**src/rtl/pipe_skid_reg.sv**
```systemverilog
// pipe_skid_reg: elastic valid/ready pipeline register with synchronous flush.
// Define PIPE_SKID_EN for the two-entry skid variant with a registered in_ready.
module pipe_skid_reg #(
   parameter int DATA_W = 32
) (
   input  logic              clk,
   input  logic              rst_n,
   input  logic              flush,
   input  logic              in_valid,
   output logic              in_ready,
   input  logic [DATA_W-1:0] in_data,
   output logic              out_valid,
   input  logic              out_ready,
   output logic [DATA_W-1:0] out_data,
   output logic [1:0]        occupancy
);

   logic              r_main_v;
   logic [DATA_W-1:0] r_main_d;
   logic              w_main_v_nx;
   logic [DATA_W-1:0] w_main_d_nx;
   logic              w_acc;
   logic              w_drn;

   // Flush drops the offered input even when in_ready is high.
   assign w_acc     = in_valid & in_ready & ~flush;
   assign w_drn     = r_main_v & out_ready;
   assign out_valid = r_main_v;
   assign out_data  = r_main_d;

`ifdef PIPE_SKID_EN
   logic              r_skid_v;
   logic [DATA_W-1:0] r_skid_d;
   logic              w_skid_v_nx;
   logic [DATA_W-1:0] w_skid_d_nx;

   assign in_ready  = ~r_skid_v;
   assign occupancy = {1'b0, r_main_v} + {1'b0, r_skid_v};

   // Next main/skid contents; skid is only ever loaded while main is full.
   always_comb begin
      w_main_v_nx = r_main_v;
      w_main_d_nx = r_main_d;
      w_skid_v_nx = r_skid_v;
      w_skid_d_nx = r_skid_d;
      if (flush) begin
         w_main_v_nx = 1'b0;
         w_main_d_nx = '0;
         w_skid_v_nx = 1'b0;
         w_skid_d_nx = '0;
      end else if (!r_main_v) begin
         if (w_acc) begin
            w_main_v_nx = 1'b1;
            w_main_d_nx = in_data;
         end
      end else if (w_drn) begin
         if (r_skid_v) begin
            w_main_d_nx = r_skid_d;
            w_skid_v_nx = 1'b0;
            w_skid_d_nx = '0;
         end else if (w_acc) begin
            w_main_d_nx = in_data;
         end else begin
            w_main_v_nx = 1'b0;
            w_main_d_nx = '0;
         end
      end else if (w_acc) begin
         w_skid_v_nx = 1'b1;
         w_skid_d_nx = in_data;
      end
   end

   // Storage registers, cleared on reset.
   always_ff @(posedge clk or negedge rst_n) begin
      if (!rst_n) begin
         r_main_v <= 1'b0;
         r_main_d <= '0;
         r_skid_v <= 1'b0;
         r_skid_d <= '0;
      end else begin
         r_main_v <= w_main_v_nx;
         r_main_d <= w_main_d_nx;
         r_skid_v <= w_skid_v_nx;
         r_skid_d <= w_skid_d_nx;
      end
   end
`else
   assign in_ready  = ~r_main_v | out_ready | flush;
   assign occupancy = {1'b0, r_main_v};

   // Single entry: accept replaces main, a lone drain empties it.
   always_comb begin
      w_main_v_nx = r_main_v;
      w_main_d_nx = r_main_d;
      if (flush) begin
         w_main_v_nx = 1'b0;
         w_main_d_nx = '0;
      end else if (w_acc) begin
         w_main_v_nx = 1'b1;
         w_main_d_nx = in_data;
      end else if (w_drn) begin
         w_main_v_nx = 1'b0;
         w_main_d_nx = '0;
      end
   end

   // Storage register, cleared on reset.
   always_ff @(posedge clk or negedge rst_n) begin
      if (!rst_n) begin
         r_main_v <= 1'b0;
         r_main_d <= '0;
      end else begin
         r_main_v <= w_main_v_nx;
         r_main_d <= w_main_d_nx;
      end
   end
`endif

endmodule

```
**config.mk**
```make
export PLATFORM = sky130hd
export DESIGN_NAME = pipe_skid_reg
export DESIGN_NICKNAME = d
export VERILOG_FILES = /design/src/rtl/pipe_skid_reg.sv
export SDC_FILE = /design/constraint.sdc
export NUM_CORES = 1
export LEC_CHECK = 0
export BUFFER_PORTS_ARGS = -buffer_cell sky130_fd_sc_hd__clkbuf_2
export CORE_MARGIN = 4
export CORE_UTILIZATION = 45
export DETAILED_ROUTE_END_ITERATION = 10
export GPL_TIMING_DRIVEN = 1
export MAX_ROUTING_LAYER = met4
export PLACE_DENSITY = 0.73
export SYNTH_ARGS = -nofsm -noshare
export SYNTH_HDL_FRONTEND = slang
export SYNTH_SLANG_ARGS = --single-unit
export TNS_END_PERCENT = 100
```
**constraint.sdc**
```tcl
create_clock -name clk -period 2.4 [get_ports clk]
set_input_delay 0.48 -clock clk [delete_from_list [all_inputs] [get_ports clk]]
set_output_delay 0.48 -clock clk [all_outputs]
set_load 0.1 [all_outputs]
```
==> summary.md <==
| Metric | Value |
|---|---|
| DRC viols | 0 |
| Final Routed Wirelength | 4240 um |
| Crit share post-route | 0.728 |
| Slowest stage delay, CP | 0.40 ns |
| Vias in the first global route | 1381 |
| Global placement routability congestion | 0.706 |
| Crit Path Class | reg2out |
| Critical Path Sink Type | output port |
| Total I/O pin count | 73 |
| Clk_skew | 0.0132 ns |
| Die height | 74.0 um |
| P_leak | 1.06 nW |
| Critical-path cell list | nor2b_4 -> or2b_1 -> buf_12 |
| Slew Viols, Final | 0 |
| Slew headroom | 0.447 |
| Main area contributors after synthesis | dfrtp_1, o32ai_2, nand2b_1 |
| Layout Nets | 253 |
| Number of hold buffers added after CTS | 0 |
| DIE WIDTH | 74.0 um |
| Placed insts | 259 |
| Synth warn | 0 |
| CP bufs+invs | 1 |
| Initial antenna violation count | 0 |
| PortBufs | 71 |
| Fmax | 0.572 GHz |
| Minimum clock period | 1.75 ns |
| Maximum root-to-sink buffer count | 2 |
| Pwr dens | 680 mW/mm^2 |
| P_sw | 605 uW |
| CTS tree | done |
| Global Route Usage Sum | 0.168 |
| Reg power frac | 0.375 |
| Comb pwr share | 0.312 |
| Clock Tree Root | clkbuf_8 |
| Synthesized net count | 191 |
| Max cap viols | 0 |
| Syn avg cell area | 12.7 um^2 |
| Seq cells post-synth | 33 |
| Seq/Total Area, Yosys | 0.421 |
| Non-Filler Instances | 267 |
| Core box area | 0.00412 mm^2 |
| 1st-iter DRT viols | 57 |
| RSZ-0062 raised after global routing | false |
| Vias after detailed routing | 1370 |
| Initial Utilization | 0.477 |
| Largest net degree at the start of global routing | 66 |
| Final Hold Vio Count | 0 |
| Crit path required time | 1.92 ns |
| Clk_lat worst skew | 0.28 ns |
| Top cell family by delay on the critical path | simple AND/OR/NAND/NOR gates |
| Internal power | 1.02 mW |
| CP max-delay cell | dfrtp_2 |
| H-tree depth | 2 |
| DR vias/cell | 5.13 |
| Postcts setup bufs | 0 |
| First-pass GRT wire length | 6860 um |
| TritonCTS buffer count | 5 |
| Hold Path Class | in2async |
| Status | finished clean |
| Overflow left after global routing | 0 |
| Final Util | 0.580 |
| Critical Path Source Type | flop |
| Mapped Cells | 154 |
| Area grow syn2layout | 21.6% |
| Setup TNS | 0 ns |
| CP max FO | 4 |
| VDD IR max | 0.000337 V |
| CTS sink cnt | 33 |
| Clock share of power | 0.313 |
| Area of the die | 0.00548 mm^2 |
| Finish-stage setup viols | 0 |
| Post-Syn Area | 0.00196 mm^2 |
| Area leader, netlist | dfrtp_1 |
| Initial DRT Pass Iterations | 4 |
| Clock transition at the registers of the reported paths | 0.08 ns |
| Share of the synthesized area in the top cell type | 0.421 |
| Number of distinct library cells after synthesis | 18 |
| Ant diodes | 0 |
| FP Rows | 23 |
| Fraction of layout cells with a size suffix above 1 | 0.530 |
| CP Data Arrival Time | 1.27 ns |
| Post-CTS Resized | 0 |
| Routed Antenna Nets | 0 |
| Worst-Margin Slew | 0.830 ns |
| Post-DP HPWL | 2800 um |
| Routed length per instance | 15.9 um |
| Sw Ratio | 0.373 |
| Final-layout fill cell count | 359 |
## power by group through the flow
stage          Clock [mW]  Combinational [mW]  Sequential, mW
2_1_floorplan           0               0.183           0.856
4_1_cts             0.521               0.511           0.608
3_3_place_gp            0               0.507           0.619
3_5_place_dp            0               0.510           0.618
6_report            0.508               0.506           0.608
5_1_grt             0.543               0.530           0.612
## path summary, 6_finish.rpt
| check | start | endpoint | slack (ns) | cells past startpoint |
|---|---|---|---|---|
| worst max-delay path | out_valid | in_ready | 0.65 | 3 |
| worst min-delay path | rst_n | out_data[23] | 0.28 | 1 |
| worst max register to register | out_valid | out_data[7] | 1.06 | 3 |
| worst min register to register | out_data[19] | out_data[19] | 0.57 | 2 |
| max in group asynchronous | rst_n | out_valid | 1.56 | 1 |
| min in group clk | in_data[20] | out_data[20] | 0.45 | 3 |
## layout by cell type (no fill, tap or decap)
cell	n
or2b_1	1
o32ai_1	2
bufinv_16	1
nand2b_1	64
conb_1	1
o32ai_2	28
dfrtp_2	1
buf_12	2
clkbuf_2	70
clkbuf_1	1
mux2_4	1
clkinv_1	1
clkbuf_8	5
nor2b_4	1
o21ba_2	1
o32ai_4	2
buf_4	2
dfrtp_1	32
clkinv_2	1
## sequential cells by signal, summed over array words and instances (netlist names)
signal and count:
out_data 32, out_valid 1
## through the flow
stage                     setup WS, ns  cell area, um^2  hold WS, ns  power, mW
after floorplan                  0.237             1960        0.184       1.04
after global placement           0.580             2280        0.548       1.13
after detailed placement         0.556             2280        0.553       1.13
after CTS                        0.638             2380        0.303       1.64
after global routing             0.603             2380        0.349       1.69
final                            0.652             2380        0.281       1.62
## area by class of cell
class | count | area, um^2 | area share
Sequential cell | 33 | 827 | 0.347
Clock inverter | 2 | 35.0 | 0.0147
Inverter | 1 | 3.75 | 0.00157
Multi-Input combinational cell | 101 | 978 | 0.410
Clock buffer | 6 | 72.6 | 0.0304
Tap cell | 50 | 62.6 | 0.0262
Timing Repair Buffer | 74 | 405 | 0.170
## layer usage
layer  track usage  wire (um)  vias to the layer above
met5             -          0                        -
met4        0.0362         31                        0
met3        0.0527        377                        5
met2         0.245       1900                       55
met1         0.231       1930                      648
li1              -          -                      662
## cells by family (layout without fill, tap and decap cells)
family          Yosys count  count (layout)  synth area share
other cells               1               1           0.00191
simple gates             66              66             0.215
mux                       1               1           0.00765
flops                    33              33             0.421
compound gates           33              33             0.274
buf+inv                  20              83            0.0804
## synth_stat cells
library cell,count
dfrtp_1,33
buf_4,5
conb_1,1
inv_1,1
o32ai_2,28
clkbuf_2,1
o32ai_4,2
nand2b_1,64
clkbuf_1,5
buf_12,2
buf_2,3
nor2b_4,1
buf_6,2
mux2_4,1
o32ai_1,2
or2b_1,1
buf_8,1
o21ba_2,1
Note: power is estimated with default switching activity, not from simulation.
